`src/rtl/lenet_pkg.sv`:
```
// Shared types and layer constants for the LeNet-5 datapath sequencers.
package lenet_pkg;

  localparam int L3_NUM_CH      = 16;
  localparam int L3_POOL_STRIDE = 25;

  typedef enum logic [2:0] {
    ST_IDLE  = 3'd0,
    ST_SETUP = 3'd1,
    ST_RUN   = 3'd2,
    ST_GAP   = 3'd3,
    ST_DONE  = 3'd4
  } pool3_sched_state_t;

  // Highest base address the channel accumulator ever reaches.
  function automatic int last_base(input int num_ch, input int stride);
    return (num_ch - 1) * stride;
  endfunction

endpackage

```
`src/rtl/pool3_sched_cycle_watchdog.sv`:
```
// Reloadable up-counter that flags the cycle on which LIMIT enabled cycles have elapsed.
module cycle_watchdog #(
  parameter int LIMIT = 1023
) (
  input  logic clk_i,
  input  logic rst_i,
  input  logic clear_i,
  input  logic en_i,
  output logic expired_o
);

  localparam int CNT_W = $clog2(LIMIT + 1);
  localparam logic [CNT_W-1:0] LAST = CNT_W'(LIMIT - 1);

  logic [CNT_W-1:0] count_q;
  logic [CNT_W-1:0] count_d;

  // Saturate on the final count so a stalled caller cannot wrap back to zero.
  always_comb begin
    count_d = count_q;
    if (clear_i) begin
      count_d = '0;
    end else if (en_i && (count_q != LAST)) begin
      count_d = count_q + 1'b1;
    end
  end

  always_ff @(posedge clk_i) begin
    if (rst_i) begin
      count_q <= '0;
    end else begin
      count_q <= count_d;
    end
  end

  assign expired_o = en_i && !clear_i && (count_q == LAST);

  if (LIMIT < 1) begin : g_limit_chk
    $error("cycle_watchdog: LIMIT must be at least 1");
  end

endmodule

```
`src/rtl/pool3_sched.sv`:
```
// Layer-3 max-pool channel sequencer: steps the pooler through every feature map.
//   state | meaning
//   IDLE  | waiting for start
//   SETUP | base address presented, cal_en low for one cycle
//   RUN   | cal_en high until pool_done or watchdog expiry
//   GAP   | cal_en low while the pooler clears; waits for pool_done to fall
//   DONE  | one-cycle layer_done pulse
module pool3_sched
  import lenet_pkg::*;
#(
  parameter int NUM_CH         = L3_NUM_CH,
  parameter int CH_STRIDE      = L3_POOL_STRIDE,
  parameter int ADDR_W         = 12,
  parameter int GAP_CYCLES     = 3,
  parameter int TIMEOUT_CYCLES = 1023
) (
  input  logic              clk,
  input  logic              rst,
  input  logic              start,
  input  logic              abort,
  input  logic              pool_done,
  output logic              cal_en,
  output logic [ADDR_W-1:0] base_position,
  output logic [4:0]        ch_idx,
  output logic              busy,
  output logic              layer_done,
  output logic              timeout_err
);

  localparam int GAP_W = (GAP_CYCLES > 1) ? $clog2(GAP_CYCLES) : 1;
  localparam logic [GAP_W-1:0]  GAP_LAST   = GAP_W'(GAP_CYCLES - 1);
  localparam logic [4:0]        CH_LAST    = 5'(NUM_CH - 1);
  localparam logic [ADDR_W-1:0] STRIDE_A   = ADDR_W'(CH_STRIDE);

  pool3_sched_state_t state_q, state_d;
  logic [4:0]        ch_q, ch_d;
  logic [ADDR_W-1:0] base_q, base_d;
  logic [GAP_W-1:0]  gap_q, gap_d;
  logic              terr_q, terr_d;
  logic              cal_q, busy_q, done_q;
  logic              run_expired;
  logic              gap_exit;

  cycle_watchdog #(
    .LIMIT (TIMEOUT_CYCLES)
  ) u_run_wdog (
    .clk_i     (clk),
    .rst_i     (rst),
    .clear_i   (state_q != ST_RUN),
    .en_i      (state_q == ST_RUN),
    .expired_o (run_expired)
  );

  // Gap counter saturates, so reaching GAP_LAST means "at least GAP_CYCLES-1".
  assign gap_exit = (gap_q == GAP_LAST) && !pool_done;

  always_comb begin
    state_d = state_q;
    ch_d    = ch_q;
    base_d  = base_q;
    terr_d  = terr_q;
    gap_d   = '0;
    case (state_q)
      ST_IDLE: begin
        if (start) begin
          state_d = ST_SETUP;
          ch_d    = '0;
          base_d  = '0;
          terr_d  = 1'b0;
        end
      end
      ST_SETUP: state_d = ST_RUN;
      ST_RUN: begin
        if (pool_done) begin
          state_d = ST_GAP;
        end else if (run_expired) begin
          state_d = ST_DONE;
          terr_d  = 1'b1;
        end
      end
      ST_GAP: begin
        gap_d = (gap_q == GAP_LAST) ? gap_q : gap_q + 1'b1;
        if (gap_exit) begin
          gap_d = '0;
          if (ch_q == CH_LAST) begin
            state_d = ST_DONE;
          end else begin
            state_d = ST_SETUP;
            ch_d    = ch_q + 1'b1;
            base_d  = base_q + STRIDE_A;
          end
        end
      end
      ST_DONE: state_d = ST_IDLE;
      default: state_d = ST_IDLE;
    endcase
    // Cancel overrides everything, including a start seen in IDLE.
    if (abort) begin
      state_d = ST_IDLE;
      ch_d    = ch_q;
      base_d  = base_q;
      terr_d  = terr_q;
      gap_d   = '0;
    end
  end

  always_ff @(posedge clk) begin
    if (rst) begin
      state_q <= ST_IDLE;
      ch_q    <= '0;
      base_q  <= '0;
      gap_q   <= '0;
      terr_q  <= 1'b0;
      cal_q   <= 1'b0;
      busy_q  <= 1'b0;
      done_q  <= 1'b0;
    end else begin
      state_q <= state_d;
      ch_q    <= ch_d;
      base_q  <= base_d;
      gap_q   <= gap_d;
      terr_q  <= terr_d;
      cal_q   <= (state_d == ST_RUN);
      busy_q  <= (state_d != ST_IDLE);
      done_q  <= (state_d == ST_DONE);
    end
  end

  assign cal_en        = cal_q;
  assign base_position = base_q;
  assign ch_idx        = ch_q;
  assign busy          = busy_q;
  assign layer_done    = done_q;
  assign timeout_err   = terr_q;

  if (last_base(NUM_CH, CH_STRIDE) >= (1 << ADDR_W)) begin : g_addr_chk
    $error("pool3_sched: ADDR_W too narrow for (NUM_CH-1)*CH_STRIDE");
  end
  if ((NUM_CH < 1) || (NUM_CH > 32)) begin : g_ch_chk
    $error("pool3_sched: NUM_CH must be in 1..32");
  end
  if ((GAP_CYCLES < 1) || (TIMEOUT_CYCLES < 1)) begin : g_cyc_chk
    $error("pool3_sched: GAP_CYCLES and TIMEOUT_CYCLES must be at least 1");
  end

endmodule

```
`config.mk`:
```
export PLATFORM = sky130hd
export DESIGN_NAME = pool3_sched
export DESIGN_NICKNAME = d
export VERILOG_FILES = /design/src/rtl/lenet_pkg.sv /design/src/rtl/pool3_sched_cycle_watchdog.sv /design/src/rtl/pool3_sched.sv
export SDC_FILE = /design/constraint.sdc
export NUM_CORES = 1
export LEC_CHECK = 0
export CAP_MARGIN = 5
export CORE_UTILIZATION = 48
export DETAILED_ROUTE_END_ITERATION = 10
export PLACE_DENSITY = 0.85
export SETUP_SLACK_MARGIN = 0.4
export SLEW_MARGIN = 10
export SYNTH_ARGS = -nofsm -noshare
export SYNTH_HDL_FRONTEND = slang
export SYNTH_SLANG_ARGS = --single-unit
```
`constraint.sdc`:
```
create_clock -name clk -period 2.19 [get_ports clk]
set_input_delay 0.438 -clock clk [delete_from_list [all_inputs] [get_ports clk]]
set_output_delay 0.438 -clock clk [all_outputs]
set_load 0.02 [all_outputs]
```
==> impl_metrics.toml, run 1 <==
[finish]
n_fill_cell = 254
n_antenna_cell = 0
drive_gt1_frac = 0.240
postLayoutCellArea_mm2 = 0.00240
regArea_um2 = 733
finalNonFillerCells = 296
multi_input_area_mm2 = 0.00107
areaGrowthSynthToFinish_pct = 37.2
finalNetCount = 260
final_util = 0.701

[detailed_routing]
routed_wl_um = 4510
detail-route-antenna-nets = 0
dr_total_vias = 1720
routed_via_density = 5.81
drtPass1Iterations = 4
wl_per_cell_um = 15.2
route.detailed.drc = 0
drtIter0Drc = 109

[clocking]
cts_tree = "built"
hold_buffers = 0
cts_buffers = 5
cts_root_buf = "clkbuf_4"
cts_max_level = 2
clkTransAtPathRegs_ps = 110
clk_latency_ps = 350
clk_path_buf_depth = 2
clock_sinks = 36

[yosys]
syn_area_mm2 = 0.00175
ys_seq_area_frac = 0.413
synth_top_cell_area_share = 0.413
syn_inst = 200
syn-num-nets = 211
syn_avg_cell_area_um2 = 8.73
yosys.cell_count.top_type = "dfxtp_1"
synth.largest_area_cell = "dfxtp_1"
synthArstFlopShare = 0
synth_seq_cells = 36
synth.distinct_cells = 38
ys_top_cells_by_count = "dfxtp_1, a21oi_1, inv_1, nor2_1, o31ai_1"
synth_edf_count = 0
synth_area_leaders = "dfxtp_1, a21oi_1, o31ai_1, ha_1, or4_1"
ys.flop_type = "dfxtp_1"
synth_warnings = 0

[pwr]
p_leak_uw = 0.00101
switching_share = 0.270
clockPowerShare = 0.313
power_density_mw_per_mm2 = 518
vdd_drop_max_mv = 0.364
comb_power_share = 0.137
p_switching_uw = 335
sequentialPowerShare = 0.550
power.internal_uw = 907

[floorplanning]
die_h_um = 62.3
die_x_um = 62.3
std_cell_rows = 21
start_util = 0.511
core_mm2 = 0.00342
top_level_ports = 26
dieArea_mm2 = 0.00388

[global_route]
antenna_found_initial = 0
track_usage = 0.240
grt_overflow = 0
grt_max_degree = 16
grt_pass1_vias = 1621
grt_pass1_wl_um = 7420

[critical_path]
setup.worst_path.end = "base_position[2]$_SDFFE_PP0P_"
worstReg2RegEnd = "base_position[2]$_SDFFE_PP0P_"
cp-start-kind = "register"
cp.required_ps = 2430
crit_buf_inv = 2
critPathTopFamily = "compound AO/OA/AOI/OAI gates"
startpoint = "ch_idx[0]$_SDFFE_PP0P_"
cpPeakStageDelay_ps = 370
crit_path_top_delay_cell = "dfxtp_4"
worstPathMaxFanout = 8
worst_path_most_repeated_cell = "ha_4"
rrSetupSlack_ps = 10
rr_startpoint = "ch_idx[0]$_SDFFE_PP0P_"
path_depth = 9
ff2ff_path_depth = 9
path_class = "reg -> reg"
crit_chain = "ha_4 -> and3_4 -> ha_4 -> or3_4 -> o22a_4 -> buf_6 -> buf_4 -> o21ai_1 -> a21oi_2"
end_kind = "register"
cp_data_arrival_time_ps = 2420

[sta]
drv_slew = 0
tightest_slew_ps = 591
min_period_ps = 2180
setup_viol = 0
fin_ws_ps = 13.1
skew_ps = 4.09
max_freq_mhz = 459
rsz0062_at_grt = "yes"
hold_viol = 0
post-route-period-util = 0.994
hold_ws_ps = 476
maxSlewHeadroom = 0.603

[place]
dp_hpwl_um = 2580
portBuffers = 25
place.gp.congestion = 0.811
pre_cts_ws_ps = -113
dp.cells = 278
placed_cell_area_mm2 = 0.00216

[job]
drv_cap = 0

[run_status]
status = "complete, no violations"

[worst_hold_path]
hp-class = "reg -> reg"
## kinds of logic (layout without fill, tap and decap cells)
kind of cell	count (synthesis)	in the layout	share of synthesized area
fa+ha+maj	6	6	0.0430
xor+xnor	5	5	0.0251
simple gates	77	77	0.259
flops	36	36	0.413
mux	2	2	0.0115
buf+inv	20	69	0.0516
compound gates	54	55	0.198
## cell type report
cell class	count	share of cell area
repair buffers	48	0.180
inverters	13	0.0204
flip-flops and latches	36	0.306
clock buffers	8	0.0245
well taps	46	0.0240
multi-input cells	145	0.445
## repair_timing
item / CTS / global route
buffers inserted: 6 / 2
setup endpoints to repair: 33 / 27
gates resized for setup: 25 / 20
pin swaps: 13 / 9
cloned: 1 / 1
## per-layer routing
layer	track usage	vias up	routed length (um)
met4	0.125	0	113
met3	0.0515	11	152
met2	0.405	46	2270
met1	0.286	826	1980
li1	-	837	-
met5	0	-	0
## flip-flops by register name, summed over array words and instances (netlist names)
register and cells:
base_position 12, u_run_wdog.count_q 10, ch_idx 5, state_q 3, gap_q 2, busy 1, cal_en 1, layer_done 1
timeout_err 1
## metrics by stage
step / TNS, ps / total power (uW)
after floorplan: 0 / 780
after global placement: -469 / 836
after detailed placement: -948 / 840
after CTS: 0 / 1220
after global routing: -14.3 / 1280
final: 0 / 1240
## worst register-to-register path: stages (launching register included)
cell and delay (ps):
dfxtp_4 370, ha_4 160, and3_4 180, ha_4 150, or3_4 350, o22a_4 230
buf_6 140, buf_4 140, o21ai_1 230, a21oi_2 100
## worst min path at each step
stage | start | to | slack, ps | cells after the start
floorplan | u_run_wdog.count_q[7]$_SDFFE_PP0P_ | u_run_wdog.count_q[7]$_SDFFE_PP0P_ | 470 | 2
global placement | timeout_err$_SDFFE_PP0P_ | timeout_err$_SDFFE_PP0P_ | 460 | 2
detailed placement | timeout_err$_SDFFE_PP0P_ | timeout_err$_SDFFE_PP0P_ | 470 | 2
CTS | timeout_err$_SDFFE_PP0P_ | timeout_err$_SDFFE_PP0P_ | 480 | 2
global route | timeout_err$_SDFFE_PP0P_ | timeout_err$_SDFFE_PP0P_ | 500 | 2
finish | timeout_err$_SDFFE_PP0P_ | timeout_err$_SDFFE_PP0P_ | 480 | 2
## cells in the final DEF, fill, tap and decap left out, types with 5 or more instances in the layout
cell              n
nand2_1           6
a21oi_1          17
dlymetal6s2s_1    5
inv_1            13
o21ai_0           6
nand3_1           9
dfxtp_1          30
nand2b_1          5
clkdlybuf4s50_1   6
or4_1             8
clkbuf_4          5
nor2_1           13
buf_4            18
dlygate4sd2_1    14
o31ai_1          10
or3_1             5
## power groups by stage
stage               clock (uW)  combinational (uW)  sequential (uW)
detailed placement           0                 143              697
CTS                        387                 155              682
global route               414                 184              685
floorplan                    0                75.0              705
global placement             0                 140              696
finish                     388                 171              683
(Power assumes the default switching activity.)
==> run 2, diff against run 1 <==
--- a/config.mk
+++ b/config.mk
@@ -5,7 +5,7 @@
 export SDC_FILE = /design/constraint.sdc
 export NUM_CORES = 1
 export LEC_CHECK = 0
-export CAP_MARGIN = 5
+export CAP_MARGIN = 20
 export CORE_UTILIZATION = 48
 export DETAILED_ROUTE_END_ITERATION = 10
 export PLACE_DENSITY = 0.85
==> results of run 2 <==
Final layout, timing and power as in run 1 (identical DEF).
==> edit, RTL diff (flow settings as in run 1) <==
The parameter `TIMEOUT_CYCLES` goes from 1023 to 4092.
--- a/src/rtl/pool3_sched.sv
+++ b/src/rtl/pool3_sched.sv
@@ -13,5 +13,5 @@
   parameter int ADDR_W         = 12,
   parameter int GAP_CYCLES     = 3,
-  parameter int TIMEOUT_CYCLES = 1023
+  parameter int TIMEOUT_CYCLES = 4092
 ) (
   input  logic              clk,
Check against the original RTL: no difference found for any inputs over 10 cycles, from zero or initial values and one cycle with rst high; that may be too few to reach the edited logic, so the function may still have changed.
==> edit against run 1 <==
  * Synthesized cell count fell by 3.5%
  * Critical path type unchanged
  * Wire length is 17% lower
  * Power decreased by 1.5%
  * Via count decreased by 14%
  * Highest routed layer unchanged
  * Global-route usage is 4.0 points lower
  * Area after synthesis decreased by 1.1%
  * Largest cell class unchanged
  * Final area fell by 2.2%
  * Maximum frequency increased by 12%
  * Sequential cell count rose by 2
  * Setup slack better by 0.24 ns
==> edit: results (changes against run 1) <==
- The global-route wire length before repair is 5580 microns (was 7420 microns).
- The post-detailed-placement half-perimeter wirelength is 2460 microns (was 2580 microns).
- The power per cell area is 522 mW/mm^2 (was 518 mW/mm^2).
- The via count was 1,475 (was 1,720).
- The setup slack after placement was -0.0447 ns (was -0.113 ns).
- The fraction of the mapped netlist area in compound gates is 0.109 (was 0.198).
- The adder-cell share of the synthesized area is 0.0362 (was 0.0430).
- The instance area at placement is 0.00214 sq mm (was 0.00216 sq mm).
- Outcome: finished, final reports clean (unchanged).
- The setup skew after layout came to 0.00974 ns (was 0.00409 ns).
- The synthesized net count was 203 (was 211).
- Synth top cells by count: 38 x dfxtp_1, 38 x nor2_1, 18 x xnor2_1 (was 36 x dfxtp_1, 20 x a21oi_1, 13 x inv_1, 13 x nor2_1, 11 x o31ai_1).
- The global-route met1 utilization is 0.255 (was 0.286).
- The share of synthesized area spent on multiplexers was 0.00579 (was 0.0115).
- The fraction of power spent switching nets was 0.256 (was 0.270).
- Ranking of synthesized cells by area: dfxtp_1 44%, xnor2_1 9.1%, nor2_1 8.3% (was dfxtp_1 41%, a21oi_1 5.7%, o31ai_1 4.7%).
- The post-CTS resize count is 20 (was 25).
- The sequential share of the synthesized area is 0.440 (was 0.413).
- The wire length per cell is 13.3 microns (was 15.2 microns).
- The detailed-routing wirelength on met1 was 1710 microns (was 1980 microns).
- The measured slew at the worst slew-check pin is 0.662 ns (was 0.591 ns).
- The met3 usage came to 0.0497 (was 0.0515).
- The part of the power in the clock network was 0.321 (was 0.313).
- The via count of the first global-routing pass was 1,302 (was 1,621).
- The number of DRC violations after detailed-routing iteration 0 is 117 (was 109).
- The maximum vdd drop is 0.462 mV (was 0.364 mV).
- The final weighted congestion in routability-driven placement is 0.750 (was 0.811).
edit: cell types whose count changed in the layout (fill, tap and decap cells not counted), sizes merged, moves of 4 or more:
cell / change
o31ai: -11
a21oi: -11
nor2: +25
or3: -6
xnor2: +15
or4: -8
buf: -10
nand2: +5
o21ai: -9
a211oi: +5
inv: -7
nor3: -4
edit: final cells by class:
| type | instances | share of cell area |
|---|---|---|
| clock buffers | 6 | 0.0219 |
| clock inverters | 2 | 0.00481 |
| repair buffers | 39 | 0.166 |
| well taps | 46 | 0.0246 |
| multi-input cells | 145 | 0.448 |
| inverters | 5 | 0.00801 |
| flip-flops and latches | 38 | 0.327 |
edit: path summary, 6_finish.rpt:
kind,startpoint,endpoint,slack (ns),cells past startpoint
max,ch_idx[0],base_position[10],0.25,9
min reg2reg,ch_idx[4],ch_idx[4],0.49,2
min,ch_idx[4],ch_idx[4],0.49,2
max reg2reg,ch_idx[0],base_position[10],0.25,9
